<file path="config.mk">
export PLATFORM = sky130hd
export DESIGN_NAME = mul_unit
export DESIGN_NICKNAME = d
export VERILOG_FILES = /design/src/rtl/mul_unit.sv
export SDC_FILE = /design/constraint.sdc
export NUM_CORES = 1
export LEC_CHECK = 0
export ABC_AREA = 0
export CORE_UTILIZATION = 57
export CTS_CLUSTER_SIZE = 16
export DETAILED_ROUTE_END_ITERATION = 16
export GPL_TIMING_DRIVEN = 0
export PLACE_DENSITY = 0.76
export SLEW_MARGIN = 0
export SYNTH_ARGS = -nofsm -noshare
export SYNTH_HDL_FRONTEND = slang
export SYNTH_SLANG_ARGS = --single-unit
</file>
<file path="constraint.sdc">
create_clock -name clk -period 9.55 [get_ports clk]
set_input_delay 1.91 -clock clk [delete_from_list [all_inputs] [get_ports clk]]
set_output_delay 1.91 -clock clk [all_outputs]
set_load 0.05 [all_outputs]
</file>
<file path="src/rtl/mul_unit.sv">
// Iterative RV32M multiplier (MUL/MULH/MULHSU/MULHU) driving the hazard-unit counter.
// Optional build macro MUL_KILL_EN enables the kill input (EX flush abort).
module mul_unit (
    input  logic        clk,
    input  logic        reset,
    input  logic        mul,
    input  logic [2:0]  funct3,
    input  logic [31:0] rs1_val,
    input  logic [31:0] rs2_val,
    input  logic        kill,
    output logic [2:0]  counter,
    output logic        busy,
    output logic        done,
    output logic [31:0] result
);

    localparam logic [2:0] S_IDLE = 3'd0;
    localparam logic [2:0] S_NEG  = 3'd5;
    localparam logic [2:0] S_OUT6 = 3'd6;
    localparam logic [2:0] S_OUT7 = 3'd7;

    logic [31:0] a_mag;
    logic [31:0] b_mag;
    logic        sign;
    logic [63:0] acc;
    logic [31:0] out_reg;

    logic [2:0]  term_cnt;
    logic        signed_a;
    logic        signed_b;
    logic        neg_a;
    logic        neg_b;
    logic [31:0] a_abs;
    logic [31:0] b_abs;
    logic [1:0]  digit_idx;
    logic [7:0]  digit;
    logic [39:0] pp;
    logic [63:0] pp_shifted;

    // funct3[2] is always 0 for multiplies; it carries no information here.
    logic unused_funct3_b2;
    assign unused_funct3_b2 = funct3[2];

    assign term_cnt = funct3[1] ? S_OUT7 : S_OUT6;
    assign busy     = (counter != S_IDLE);
    assign done     = (counter == term_cnt);

    // NOTE: every always_comb output gets a default first so no latch can be inferred.
    always_comb begin
        signed_a   = funct3[1] ^ funct3[0];
        signed_b   = (funct3[1:0] == 2'b01);
        neg_a      = signed_a & rs1_val[31];
        neg_b      = signed_b & rs2_val[31];
        a_abs      = neg_a ? (32'd0 - rs1_val) : rs1_val;
        b_abs      = neg_b ? (32'd0 - rs2_val) : rs2_val;
        digit_idx  = counter[1:0] - 2'd1;
        digit      = b_mag[{digit_idx, 3'b000} +: 8];
        pp         = {8'd0, a_mag} * {32'd0, digit};
        pp_shifted = {24'd0, pp} << {digit_idx, 3'b000};
    end

    always_comb begin
        result = 32'd0;
        if (done) begin
            if (counter == S_OUT7)
                result = out_reg;
            else
                result = funct3[0] ? acc[63:32] : acc[31:0];
        end
    end

    // NOTE: sequential state uses non-blocking assignments only; the datapath
    // registers are reset too so the result is never driven from stale data.
    always_ff @(posedge clk) begin
        if (reset) begin
            counter <= S_IDLE;
            a_mag   <= 32'd0;
            b_mag   <= 32'd0;
            sign    <= 1'b0;
            acc     <= 64'd0;
            out_reg <= 32'd0;
        end
`ifdef MUL_KILL_EN
        else if (kill) begin
            counter <= S_IDLE;
            acc     <= 64'd0;
        end
`endif
        else begin
            case (counter)
                S_IDLE: begin
                    if (mul) begin
                        a_mag   <= a_abs;
                        b_mag   <= b_abs;
                        sign    <= neg_a ^ neg_b;
                        acc     <= 64'd0;
                        counter <= 3'd1;
                    end
                end
                S_NEG: begin
                    if (sign)
                        acc <= 64'd0 - acc;
                    counter <= S_OUT6;
                end
                S_OUT6: begin
                    if (term_cnt == S_OUT6) begin
                        counter <= S_IDLE;
                    end else begin
                        out_reg <= acc[63:32];
                        counter <= S_OUT7;
                    end
                end
                S_OUT7: begin
                    counter <= S_IDLE;
                end
                default: begin
                    // Counter 1..4: one 8-bit digit of |B| per cycle, LSB first.
                    acc     <= acc + pp_shifted;
                    counter <= counter + 3'd1;
                end
            endcase
        end
    end

`ifndef MUL_KILL_EN
    logic unused_kill;
    assign unused_kill = kill;
`endif

endmodule

</file>
**Yosys cells after proc, flatten, opt, wreduce, memory -nomap -nowiden**

Cells that the tools add are included.

- $mul: 1
- Add/subtract/negate cells: 6
- Bitwise logic cells: 6
- Shift operators: 2
- Multiplexer cells: 12
- Reductions and logical operators: 6
- Equality and inequality tests: 8

Operator list:

| kind | number |
|---|---|
| $pmux W64 S3 | 1 |
| $mux W32 | 5 |
| $mux W64 | 2 |
| $add A64 B64 Y64 | 1 |
| $shl A40 B5 Y64 | 1 |
| $sub A1 B32 Y32 const A | 2 |
| $sub A1 B64 Y64 const A | 1 |
| $mul A32 B8 Y40 | 1 |
| $shiftx A32 B6 Y8 | 1 |
| $eq A3 B3 Y1 const B | 4 |
| $pmux W3 S4 | 1 |
| $mux W3 | 2 |
| $ne A2 B2 Y1 const B | 2 |
| $reduce_and A2 Y1 | 2 |
| $add A3 B1 Y3 const B | 1 |
| $eq A3 B3 Y1 | 1 |
| $logic_not A3 Y1 | 1 |
| $reduce_and A3 Y1 | 1 |
| $reduce_bool A3 Y1 | 1 |
| $and A1 B1 Y1 | 2 |
| $eq A2 B1 Y1 const B | 1 |
| $not A1 Y1 | 2 |
| $reduce_or A2 Y1 | 1 |
| $sub A2 B1 Y2 const B | 1 |
| 2 further kinds | 3 |

- Register bits: 164
- Input bits: 71
- Word-level logic and storage cells: 47

**Depth between registers and ports, before layout**

Gate-level depths: netlist of the first run.

- Word-level depth: 6
- Gate-level depth with buffers: 39
- Mapped depth without buffers: 34

**Least setup slack after synthesis of the first run**

Ideal clock, no wire load.

- Kind: register -> register
- Start point: reg counter[0]
- End point: reg acc[59]
- Period minus slack after synthesis: 9.873 ns
- Setup time: 0.134 ns
- Setup slack: -0.323 ns
- Required time: 9.416 ns
- Cell stages (with the launch flop): 36
- Data arrival time: 9.739 ns
- Path through: dfxtp_1 > inv_1 > buf_1 > ha_1 > buf_1 > mux4_2 > clkbuf_1 > and2_1 > fa_1 > fa_1 > fa_1 > inv_1 > fa_1 > inv_1 > ha_1 > a21o_1 > a21o_1 > a21oi_1 > a21oi_1 > o311ai_0 > a21boi_0 > o21a_1 > or2_2 > a311oi_1 > ha_1 > clkbuf_1 > a21oi_1 > o21ai_0 > a21o_1 > a211oi_1 > o211ai_1 > o21ai_0 > o31ai_1 > a311oi_1 > xor2_1 > o22ai_1

- Longest elaborated chain between the ends: 6
- Elaborated cells on any way between the ends: 15

RTL lines:

| element | RTL line | source |
|---|---|---|
| from (decl) | 11 | `output logic [2:0] counter,` |
| from (signal assigned) | 119 | `counter <= counter + 3'd1;` |
| $sub A2 B1 Y2 | 56 | `digit_idx = counter[1:0] - 2'd1;` |
| $shiftx A32 B6 Y8 | 57 | `digit = b_mag[{digit_idx, 3'b000} +: 8];` |
| $mul A32 B8 Y40 | 58 | `pp = {8'd0, a_mag} * {32'd0, digit};` |
| $shl A40 B5 Y64 | 59 | `pp_shifted = {24'd0, pp} << {digit_idx, 3'b000};` |
| $add A64 B64 Y64 | 118 | `acc <= acc + pp_shifted;` |
| $pmux W64 S3 | 90 | `case (counter)` |
| to (signal assigned) | 102 | `acc <= 64'd0 - acc;` |
| to (signal assigned) | 118 |  |
| to (decl) | 25 | `logic [63:0] acc;` |

Several ways; a longest one is shown, not always the timed one.
A chain may end at the register's enable or synchronous reset.

**Worst setup path in the final report of the first run**

- Start point: reg counter[0]
- End point: reg acc[57]

The elaborated chain is that of the path after synthesis.

==> metrics list, run 1 <==
* Final-report max-slew violation count: 0
- Number of nets in the layout: about 3500
- # Max-Cap Violations: 0
- Total of buffers placed on input and output ports: 104
* Residual antenna-violating net count after detailed routing: 0
- Critical path endpoint category: flop
- Wire length of the first global-routing pass: 131000 µm
- The number of hold violations in the final report is 0.
- During I/O placement, the number of pins put on the boundary was 108.
- On the critical path the largest part of the delay comes from adder cells.
- Filler instances: about 3300
* Worst Path Max Fanout: 11
- At the end of routability-driven placement, the weighted congestion stood at 1.04.
- In the global route stage, overall resource usage came out at 43.8%.
- After floorplanning, the core was divided into 72 placement rows.
- Area of the mapped netlist: ~0.022 mm²
- Die X-Extent: around 200 µm
- Counting flops with an async set or reset pin after synthesis yields a share of 0%.
- Clock Root Buffer: sky130_fd_sc_hd__clkbuf_16
- Clock insertion delay at the later pin of the skew report: between 0.4 and 0.5 ns
* Design area: approximately 0.026 mm²
* Ratio of routed vias to standard cells: about 6.5
- Sum of routed wire length over all layers: 87900 µm
- After layout, the worst path uses around 99% of the clock period.
- Final critical path time including I/O delays and setup: about 9.5 ns
* Fraction of the core area covered by cells at the end of the flow: 67.3%
* Dominant cell type by area after synthesis: sky130_fd_sc_hd__fa_1
* Total instance count after detailed placement: around 3600
- Final clock skew: about 0.018 ns
- Areal power density over the cells: 240 mW/mm²
- Clock-pin slew was measured on the worst setup and hold paths at 0.07 ns.
- Final hold slack: roughly 0.46 ns
* Number of sinks driven by the clock tree: 164
- Worst max-slew margin expressed relative to the limit: between 10% and 20%
- In this run the static leakage power is around 11 nW.
- DRT Pass-1 Iters: 9
* TritonCTS clock tree: yes
* Synth area leaders: sky130_fd_sc_hd__fa_1 (16%), sky130_fd_sc_hd__dfxtp_1 (15%), sky130_fd_sc_hd__ha_1 (7.4%), sky130_fd_sc_hd__a21oi_1 (6.0%), sky130_fd_sc_hd__and2_1 (5.8%)
* Top reg by flops: acc
- Once layout is complete, the cells apart from fillers number 3667.
- Data arrives at the worst endpoint at 9.79 ns.
- The slowest stage of the critical path is the sky130_fd_sc_hd__mux4_2 cell.
- Counting every net in the synthesized netlist gives 3359.
- For the worst setup path, the data required time is 9.86 ns.
- Number of buffers added by the clock tree synthesis step: 17
* Via total after detailed routing: 23968
- Number of buffers and inverters on the critical path: 7
- Yosys top cell area share: about 16%
- Count of endpoints failing setup in the final report: 0
* Hold Crit Class: reg2reg
- Number of warnings issued by yosys: 0
- The share of the Yosys chip area taken by registers is 14.7%.
- The H-tree was split into 4 levels.
- The core region is about 0.039 mm².
- From bottom edge to top edge, the die measures approximately 200 µm.
- In the routed design, unresolved DRC markers number 0.
- Die Footprint: around 0.04 mm²
- Startpoint kind of the worst setup timing path: flop
- Cell Area, Placed: between 0.02 and 0.025 mm²
* Count of flip-flops with a built-in enable after synthesis: 0
- Synthesis instantiated 76 different standard cells from the library.
* Number of violations reported at the end of detailed-routing iteration 0: about 3100
- Initial Utilization: 57.7%
- The largest single stage delay on the critical path is approximately 0.70 ns.
- Total power after layout: about 6.3 mW
- Vias in the first global route: 22701
- Hold-fix buffers, CTS: 0
- A synthesized cell averages 7.49 µm².
- At the pin with the least slew margin, the transition time is between 1 and 1.5 ns.
- The register with the most flip-flops in the layout has 64 of them.
- Average wire per cell in the routed design: around 24 µm
* VDD IR max: about 0.13 mV
- Compared with the post-synthesis result, the final layout area differs by 16.8%.
- Post-synth top flop: sky130_fd_sc_hd__dfxtp_1
- The worst setup path is of the reg2reg kind.
- Maximum clock path buffer count: 2
* Ratio of cells with drive above 1 in the final layout: approximately a tenth
* GR Overflow Total: 0
* Unrepaired setup endpoints after global routing: yes
- Synth Register Bits: ~160
* Most frequent CP cell: sky130_fd_sc_hd__fa_1
- The initial antenna violation count was 4.
- Based on the critical path, the design can be clocked at up to around 0.11 GHz.
* Post-synthesis instance total: 2975
- Entering global routing, the biggest net connects 17 pins.
- Result of the run: finished, final reports clean
* Detail Placement HPWL: around 69000 µm
[metrics by stage]
| step | setup WS [ns] | setup TNS, ns |
|---|---|---|
| after floorplan | 0.113 | 0 |
| after global placement | -2.27 | -53.31 |
| after detailed placement | -2.35 | -59.46 |
| after CTS | -0.0369 | -0.0369 |
| after global routing | -0.132 | -0.480 |
| final | 0.0703 | 0 |
[what timing repair did]
item / CTS / global route
pin swaps: 17 / 56
endpoints found under the setup margin: 49 / 38
gates cloned: 0 / 4
setup buffers: 13 / 36
gates resized for setup: 113 / 165
[final cells by class]
| class | instances | area, µm² | share of cell area, % |
|---|---|---|---|
| clock buffers | 20 | 467 | 1.79 |
| clock inverters | 12 | 145 | 0.558 |
| multi-input cells | 2407 | 18400 | 70.8 |
| inverters | 237 | 893 | 3.43 |
| repair buffers | 157 | 1450 | 5.56 |
| plain buffers | 151 | 716 | 2.75 |
| flip-flops and latches | 164 | 3290 | 12.6 |
| diodes | 1 | 2.50 | 0.00961 |
| well taps | 518 | 648 | 2.49 |
[worst paths after layout]
kind	from	end	slack, ns	depth (start not counted)
worst min register to register	out_reg[11]	out_reg[11]	0.46	2
worst max register to register	counter[0]	acc[57]	0.07	35
worst min-delay path	out_reg[11]	out_reg[11]	0.46	2
worst max-delay path	counter[0]	acc[57]	0.07	35
[where the power goes]
group          leakage (nW)  switching [mW]  internal, mW
sequential             1.34           0.195         0.767
combinational          9.51            2.88          1.67
clock                 0.296           0.331         0.410
[routing by layer]
layer	GRT usage, %	routed length, µm
met4	19.5	4120
met3	14.0	12100
met5	1.23	9
met2	63.6	36700
met1	59.2	35000
[logic make-up (layout without fill, tap and decap cells)]
group,Yosys count,count (layout),share of synthesized area [%]
AND/OR/NAND/NOR,1143,1143,24.8
AO/OA/AOI/OAI,748,748,21.1
buffers and inverters,404,577,6.88
adder cells (fa/ha/maj),313,313,23.7
flip-flops,164,164,14.7
XOR/XNOR,136,136,5.34
multiplexers,67,67,3.50
other,0,1,0
[cell usage in the layout (no fill, tap or decap), types with 67 or more instances in the layout]
| master | count |
|---|---|
| sky130_fd_sc_hd__a21oi_1 | 239 |
| sky130_fd_sc_hd__and2_1 | 207 |
| sky130_fd_sc_hd__nor2_1 | 310 |
| sky130_fd_sc_hd__clkbuf_1 | 114 |
| sky130_fd_sc_hd__o21ai_0 | 106 |
| sky130_fd_sc_hd__dfxtp_1 | 163 |
| sky130_fd_sc_hd__clkdlybuf4s50_1 | 104 |
| sky130_fd_sc_hd__ha_1 | 101 |
| sky130_fd_sc_hd__inv_1 | 236 |
| sky130_fd_sc_hd__xnor2_1 | 67 |
| sky130_fd_sc_hd__nor3_1 | 67 |
| sky130_fd_sc_hd__fa_1 | 179 |
| sky130_fd_sc_hd__nand2_1 | 317 |
[worst register-to-register path, delay by kind of cell (launching register included)]
kind / cells / cell delay (ns)
compound gates: 12 / 2.78
fa+ha+maj: 7 / 3.19
flops: 1 / 0.37
mux: 2 / 0.83
simple gates: 6 / 1.00
xor+xnor: 1 / 0.21
buf+inv: 7 / 0.98
[synthesized netlist by cell type (10+ instances only)]
| cell type | number |
|---|---|
| sky130_fd_sc_hd__a211oi_1 | 63 |
| sky130_fd_sc_hd__a21o_1 | 61 |
| sky130_fd_sc_hd__a21oi_1 | 267 |
| sky130_fd_sc_hd__a22oi_1 | 35 |
| sky130_fd_sc_hd__a311oi_1 | 14 |
| sky130_fd_sc_hd__a31oi_1 | 21 |
| sky130_fd_sc_hd__and2_1 | 208 |
| sky130_fd_sc_hd__and3_1 | 20 |
| sky130_fd_sc_hd__buf_1 | 15 |
| sky130_fd_sc_hd__clkbuf_1 | 148 |
| sky130_fd_sc_hd__dfxtp_1 | 164 |
| sky130_fd_sc_hd__fa_1 | 181 |
| sky130_fd_sc_hd__ha_1 | 132 |
| sky130_fd_sc_hd__inv_1 | 237 |
| sky130_fd_sc_hd__mux2i_1 | 52 |
| sky130_fd_sc_hd__nand2_1 | 321 |
| sky130_fd_sc_hd__nand2b_1 | 15 |
| sky130_fd_sc_hd__nand3_1 | 36 |
| sky130_fd_sc_hd__nand4_1 | 22 |
| sky130_fd_sc_hd__nor2_1 | 316 |
| sky130_fd_sc_hd__nor2b_1 | 12 |
| sky130_fd_sc_hd__nor3_1 | 73 |
| sky130_fd_sc_hd__nor4_1 | 27 |
| sky130_fd_sc_hd__o21a_1 | 17 |
| sky130_fd_sc_hd__o21ai_0 | 134 |
| sky130_fd_sc_hd__o21bai_1 | 19 |
| sky130_fd_sc_hd__o22ai_1 | 10 |
| sky130_fd_sc_hd__o31ai_1 | 18 |
| sky130_fd_sc_hd__o32ai_1 | 18 |
| sky130_fd_sc_hd__or2_2 | 13 |
| sky130_fd_sc_hd__or3_1 | 34 |
| sky130_fd_sc_hd__or4_1 | 11 |
| sky130_fd_sc_hd__xnor2_1 | 73 |
| sky130_fd_sc_hd__xor2_1 | 63 |
(Power assumes the default switching activity.)
==> inputs of run 2 (changes only) <==
--- a/config.mk
+++ b/config.mk
@@ -6,12 +6,13 @@
 export NUM_CORES = 1
 export LEC_CHECK = 0
 export ABC_AREA = 0
+export CORE_MARGIN = 2
 export CORE_UTILIZATION = 57
 export CTS_CLUSTER_SIZE = 16
 export DETAILED_ROUTE_END_ITERATION = 16
 export GPL_TIMING_DRIVEN = 0
 export PLACE_DENSITY = 0.76
-export SLEW_MARGIN = 0
+export SLEW_MARGIN = 20
 export SYNTH_ARGS = -nofsm -noshare
 export SYNTH_HDL_FRONTEND = slang
 export SYNTH_SLANG_ARGS = --single-unit
==> run 2 against run 1 <==
- fmax increased by 0.88%
- clock skew shrank 0.0043 ns
- clock power increased by 4.6%
- hold slack about the same
==> metrics list, run 2 (synthesis gave the netlist of run 1 again) <==
- The number of clock sinks came to 164 (unchanged).
* Part of the power in registers: 15.9% (+0.5 points)
- The peak supply drop is 0.174 mV (+32%).
* Unrepaired setup endpoints after global routing: yes
- The library cells used most frequently in the layout, excluding fill and tap cells, are sky130_fd_sc_hd__nand2_1 (319), sky130_fd_sc_hd__nor2_1 (310), sky130_fd_sc_hd__a21oi_1 (246).
- Syn-to-layout area delta: 15.2%
- The number of placement rows came to 72 (unchanged).
- GR Overflow Total: 0 (unchanged)
* Clock Root Buffer: sky130_fd_sc_hd__clkbuf_16
* Number of hold violations in the final report: 0 (unchanged)
- Filler instances: 3389 (+2.2%)
* Cell internal power dissipation: 2.76 mW (-2.9%)
- The endpoint identified for the worst register-to-register timing path is acc[57].
- Total power after layout: 6.00 mW (-4.1%)
- Result of the run: finished, final reports clean
* Total negative slack: 0 ns (unchanged)
- The count of maximum capacitance violations is 0 (unchanged).
- Die Footprint: 0.0407 mm² (+2.0%)
* Vias in the first global route: 23112 (+1.8%)
- The starting density of the core came to 57.7% (unchanged).
- The final design instance area without fill came to 0.0257 mm² (-1.4%).
- The via count normalized by instance count is 6.50 (-0.55%).
* Endpoint with the worst hold slack: b_mag[24]
- The net switching power was 3.23 mW (-5.1%).
- The min-delay analysis places its worst path in the category reg2reg.
* Final hold slack: 0.457 ns (+0.000408 ns)
* Cell Area, Placed: 0.0240 mm² (unchanged)
- The layout net count is 3495 (-0.68%).
- Worst stage delay on the critical path: 0.65 ns (-0.05 ns)
- Setup slack of the most critical reg-to-reg path: 0.15 ns (+0.08 ns)
- Final-report max-slew violation count: 0 (unchanged)
- Commonest non-fill, non-tap cell in the layout: sky130_fd_sc_hd__nand2_1
* Total core area: 0.0386 mm² (unchanged)
- Critical path endpoint category: flop
- The startpoint identified for the worst register-to-register timing path is counter[0].
- The total leakage power was 11.0 nW (-1.4%).
- Initial antenna violation count: 1 (-3)
* Clock slew at reported path FFs: 0.07 ns (about the same)
- Final critical path time including I/O delays and setup: 9.40 ns (-0.0830 ns)
- By instance count, the cell type seen most on the critical path is sky130_fd_sc_hd__fa_1.
- Worst Path Max Fanout: 11 (unchanged)
- Cells on worst reg2reg path: 34 (-2.9%)
- The number of flip-flops under the largest register name came to 64 (unchanged).
- The setup skew after layout was 0.0141 ns (-0.00433 ns).
* Hold-fix buffers, CTS: 0 (unchanged)
* Die X-Extent: 202 µm (+1.0%)
- The layout cell share with drive strength beyond 1 was 7.78% (-1.7 points).
- Areal power density over the cells: 234 mW/mm² (-2.8%)
- The final critical-path share of the clock period is 98.4% (-0.87 points).
* Logic pwr share: 71.1% (-1.6 points)
- The DRC marker count from the first detailed-route iteration is 2846 (-7.3%).
- The clock latency reported for the late side of the worst-skew pair came to 0.46 ns (about the same).
- Switch share: 53.9% (-0.58 points)
- Worst max-slew margin expressed relative to the limit: 20.4% (+4.9 points)
* Final Wtd Congestion: 1.12 (+7.1%)
- The setup slack of the critical path after layout was 0.153 ns (+0.0830 ns).
- By startpoint and endpoint, the worst setup path is classified as reg2reg.
- The worst slack at placement was -2.10 ns (+0.250 ns).
- DRT Pass-1 Iters: 10 (+1)
- Fraction of the core area covered by cells at the end of the flow: 66.4% (-0.91 points)
- The actual transition at the worst max-transition pin came to 1.19 ns (-0.0733 ns).
- The CTS buffer count is 17 (unchanged).
- Clk pwr share: 12.9% (+1.0 points)
- Max frequency: 0.106 GHz (+0.88%)
* Number of H-tree branching levels: 4 (unchanged)
- Average wire per cell in the routed design: 22.9 µm (-4.2%)
- The required time at the endpoint of the critical path is 9.86 ns (about the same).
* Total of buffers placed on input and output ports: 104 (unchanged)
* Vertical die dimension: 202 µm (+1.0%)
- Maximum number of pins on one net before global-route repair: 17 (unchanged)
* Gr usage total: 40.7% (-3.1 points)
* TritonCTS clock tree: yes
- The worst hold path begins at b_mag[24].
- The I/O pin count was 108 (unchanged).
- The non-filler instance count after layout is 3643 (-0.65%).
* Slowest stage cell on the critical path: sky130_fd_sc_hd__mux4_2
- Detail Placement HPWL: 66300 µm (-3.8%)
- The remaining routing DRC violations is 0 (unchanged).
- The cell depth of the worst hold path is 2 (unchanged).
- The deepest clock path buffer count came to 2 (unchanged).
- Total instance count after detailed placement: 3597 (unchanged)
- The first-pass GRT wire length came to 129000 µm (-1.8%).
- The signal arrival time at the worst endpoint came to 9.70 ns (-0.09 ns).
- The register with the most flip-flops in the final layout is acc.
* Residual antenna-violating net count after detailed routing: 0 (unchanged)
- Startpoint kind of the worst setup timing path: flop
- The routed wire length was 83600 µm (-4.9%).
- The total setup violations reported at the end of the flow is 0 (unchanged).
- The total vias in the final route was 23681 (-1.2%).
-- run 2: changes by cell type in the layout (fill, tap and decap cells not counted), sizes merged --
cell / previous run / this run
bufinv: 2 / 4
clkinvlp: 3 / 2
clkinv: 5 / 2
inv: 239 / 242
buf: 82 / 56
clkbuf: 142 / 143
-- run 2: power by group through the flow --
stage | clock (mW) | sequential (mW) | combinational (mW)
floorplan | 0 | 0.861 | 2.66
global placement | 0 | 0.949 | 3.67
detailed placement | 0 | 0.952 | 3.71
CTS | 0.775 | 0.937 | 3.85
global route | 0.798 | 0.956 | 4.57
finish | 0.776 | 0.955 | 4.26
-- run 2: what timing repair did --
item,4_1_cts,5_1_grt
buffers inserted,7,21
gates resized for setup,94,137
setup endpoints to repair,46,38
gates cloned,0,1
hold endpoints to repair,0,0
pin swaps,10,40
-- run 2: worst max path at each step --
stage	start	endpoint	slack (ns)	depth (start not counted)
after floorplan	counter[0]	acc[59]	0.11	35
after global placement	counter[0]	acc[59]	-1.99	35
after detailed placement	counter[0]	acc[59]	-2.10	35
after CTS	counter[0]	acc[57]	-0.07	37
after global routing	counter[0]	acc[57]	-0.1	35
final	counter[0]	acc[57]	0.15	34
-- run 2: cell type report --
class                   instances  area, µm²  area share [%]
clock buffers                  19        443            1.73
plain buffers                 151        716            2.79
clock inverters                13        194           0.755
multi-input cells            2407      18200            70.9
repair buffers                133       1280            4.99
inverters                     237        890            3.46
flip-flops and latches        164       3290            12.8
well taps                     518        648            2.52
diodes                          1       2.50         0.00975
-- run 2: per-layer routing --
| metal | vias up | routed length (µm) | global-route usage [%] |
|---|---|---|---|
| li1 | 10524 | - | - |
| met1 | 11373 | 33500 | 53.4 |
| met2 | 1498 | 34400 | 60.0 |
| met3 | 284 | 11300 | 14.0 |
| met4 | 2 | 4330 | 19.2 |
| met5 | - | 66 | 2.14 |
-- run 2: critical path, delay by kind of cell, from the launching register on --
| family | cells | cell delay [ns] |
|---|---|---|
| XOR/XNOR | 1 | 0.18 |
| multiplexers | 2 | 0.99 |
| flip-flops | 1 | 0.39 |
| adder cells (fa/ha/maj) | 7 | 3.22 |
| buffers and inverters | 8 | 1.03 |
| AO/OA/AOI/OAI | 8 | 1.80 |
| AND/OR/NAND/NOR | 8 | 1.61 |
==> variant: new RTL, settings of run 1 <==
Register the inputs `mul`, `funct3`, `rs1_val` and `rs2_val` before use, with the module's reset. The logic sees them one clock later. The other inputs are not delayed to match.
--- a/src/rtl/mul_unit.sv
+++ b/src/rtl/mul_unit.sv
@@ -21,2 +21,21 @@
 
+    logic mul_q;
+    logic [2:0] funct3_q;
+    logic [31:0] rs1_val_q;
+    logic [31:0] rs2_val_q;
+
+    always_ff @(posedge clk) begin
+        if (reset) begin
+            mul_q     <= '0;
+            funct3_q  <= '0;
+            rs1_val_q <= '0;
+            rs2_val_q <= '0;
+        end else begin
+            mul_q     <= mul;
+            funct3_q  <= funct3;
+            rs1_val_q <= rs1_val;
+            rs2_val_q <= rs2_val;
+        end
+    end
+
     logic [31:0] a_mag;
@@ -41,5 +60,5 @@
     logic unused_funct3_b2;
-    assign unused_funct3_b2 = funct3[2];
+    assign unused_funct3_b2 = funct3_q[2];
 
-    assign term_cnt = funct3[1] ? S_OUT7 : S_OUT6;
+    assign term_cnt = funct3_q[1] ? S_OUT7 : S_OUT6;
     assign busy     = (counter != S_IDLE);
@@ -49,8 +68,8 @@
     always_comb begin
-        signed_a   = funct3[1] ^ funct3[0];
-        signed_b   = (funct3[1:0] == 2'b01);
-        neg_a      = signed_a & rs1_val[31];
-        neg_b      = signed_b & rs2_val[31];
-        a_abs      = neg_a ? (32'd0 - rs1_val) : rs1_val;
-        b_abs      = neg_b ? (32'd0 - rs2_val) : rs2_val;
+        signed_a   = funct3_q[1] ^ funct3_q[0];
+        signed_b   = (funct3_q[1:0] == 2'b01);
+        neg_a      = signed_a & rs1_val_q[31];
+        neg_b      = signed_b & rs2_val_q[31];
+        a_abs      = neg_a ? (32'd0 - rs1_val_q) : rs1_val_q;
+        b_abs      = neg_b ? (32'd0 - rs2_val_q) : rs2_val_q;
         digit_idx  = counter[1:0] - 2'd1;
@@ -67,3 +86,3 @@
             else
-                result = funct3[0] ? acc[63:32] : acc[31:0];
+                result = funct3_q[0] ? acc[63:32] : acc[31:0];
         end
@@ -91,3 +110,3 @@
                 S_IDLE: begin
-                    if (mul) begin
+                    if (mul_q) begin
                         a_mag   <= a_abs;
Function: changed (a bounded check fails within 4 cycles, from zero or initial values and one cycle with reset high).
==> variant against run 1 <==
- area after synthesis is 6.8% higher
- design area is 8.9% higher
- count of clock-buffer cells in the layout is 20 higher
- sequential cell count is 67 higher
- worst setup slack worse by 0.032 ns
- routed wire length is 3.0% higher
- non-clock buffer count is 41 higher
- critical path type unchanged
Power is not compared: it rests on default switching activity, and its combinational part moved more than twofold at a synthesized area within 25%.
==> variant: results (changes against run 1) <==
Layout Nets: 3641 (+3.5%)
Clock Skew: 0.0299 ns (+0.0114 ns)
Max Buffers Root-to-Sink: 3 (+1)
Placed Area: 25600 um2 (+6.5%)
Final Wtd Congestion: 1.03 (-1.4%)
top-count cell post-synth: nor2_1
final-report hold violation count: 0 (unchanged)
status: completed
Cell variety after synth: 73 (-3.9%)
clock network latency to the later pin of the worst-skew pair: 0.56 ns (+0.09 ns)
biggest cell delay along the critical path: 0.56 ns (-0.14 ns)
layout cells sized above 1: 10.9% (+1.4 points)
initial antenna violation count: 3 (-1)
sequential area share after synthesis: 19.4% (+4.7 points)
Pre-Repair DR Iteration Count: 9 (unchanged)
post-place setup slack: -2.51 ns (-0.162 ns)
Post-Synth XOR/XNOR Area: 5.15% (-0.19 points)
WL per Instance: 23.8 um (-0.77%)
CP arrival: 9.92 ns (+0.13 ns)
port bufs: 105 (+0.96%)
Total GRT Usage: 41.8% (-2.0 points)
Worst Max-Slew Pin Slew: 1.38 ns (+0.115 ns)
post-synthesis adder-cell area fraction: 22.2% (-1.5 points)
main area contributors after synthesis: dfxtp_1 (19%), fa_1 (15%), ha_1 (6.9%), and2_1 (5.5%), a21oi_1 (5.3%)
first-pass GRT wire length: 135000 um (+3.1%)
Synthesized Nets: 3442 (+2.5%)
most frequent cells after synthesis: nor2_1 (302), nand2_1 (290), a21oi_1 (254)
post-synthesis compound-gate area fraction: 19.9% (-1.3 points)
GRT met1 Usage: 55.1% (-4.1 points)
root buffer cell: clkbuf_16
Global Route met2 Usage: 63.6% (about the same)
routed via count: 24900 (+3.7%)
Biggest register: acc
ant diodes: 0 (-1)
GRT met3 Usage: 11.9% (-2.1 points)
mux contribution to synthesized area: 2.97% (-0.53 points)
syn avg cell area: 7.78 um2 (+3.9%)
vias in the first global route: 24100 (+6.3%)
HPWL Detailed: 70100 um (+1.7%)
largest net degree at the start of global routing: 14 (-3)
Final Non-Filler Cells: 3806 (+3.8%)
critical path fanouts, max: 10 (-1)
initial DRC count: 3205 (+4.4%)
Clk pin slew, worst setup/hold paths: 0.06 ns
H-tree Lvls: 1 (-3)
CP max-delay cell: fa_1
total CTS buffers: 26 (+9)
IR drop worst, VDD: 172 uV
Post-Place Cells: 3695 (+2.7%)
[variant: cell types whose count changed after synthesis, sizes merged, moves of 6 or more]
cell | before | now
nor2 | 316 | 302
nor2b | 12 | 80
a21oi | 267 | 254
nand2 | 321 | 290
and4 | 1 | 9
o22ai | 10 | 29
nor4 | 27 | 20
clkbuf | 149 | 160
dfxtp | 164 | 231
or4 | 18 | 12
[variant: area by class of cell]
cell class	count	area, um2
Buffer	160	788
Timing Repair Buffer	189	1700
Inverter	232	876
Clock inverter	5	56.3
Sequential cell	231	4630
Clock buffer	40	836
Multi-Input combinational cell	2417	18800
Tap cell	532	666
Fill cell	3274	12700
[variant: per-layer routing]
layer | vias up | wire length, um | share of wire (%)
met5 | - | 29 | 0.032
met4 | 4 | 4080 | 4.5
met3 | 328 | 11500 | 13
met2 | 1658 | 39200 | 43
met1 | 12000 | 35700 | 39
li1 | 10900 | - | -
[variant: path summary, 6_finish.rpt]
kind	from	cells after the start	endpoint	slack (ns)
worst min register to register	out_reg[23]	2	out_reg[23]	0.46
worst max-delay path	counter[0]	40	acc[60]	0.04
worst min-delay path	out_reg[23]	2	out_reg[23]	0.46
worst max register to register	counter[0]	40	acc[60]	0.04
[variant: power groups by stage]
| stage | clock network (mW) | registers (mW) | logic [mW] |
|---|---|---|---|
| floorplan | 0 | 1.09 | 1.22 |
| global placement | 0 | 1.13 | 1.76 |
| detailed placement | 0 | 1.13 | 1.78 |
| CTS | 1.05 | 1.11 | 1.93 |
| global route | 1.09 | 1.12 | 2.35 |
| finish | 1.05 | 1.12 | 2.21 |
[variant: what timing repair did]
item,in CTS,in global routing
pin swaps,28,82
setup endpoints to repair,51,37
resized for setup,139,158
setup buffers,30,54
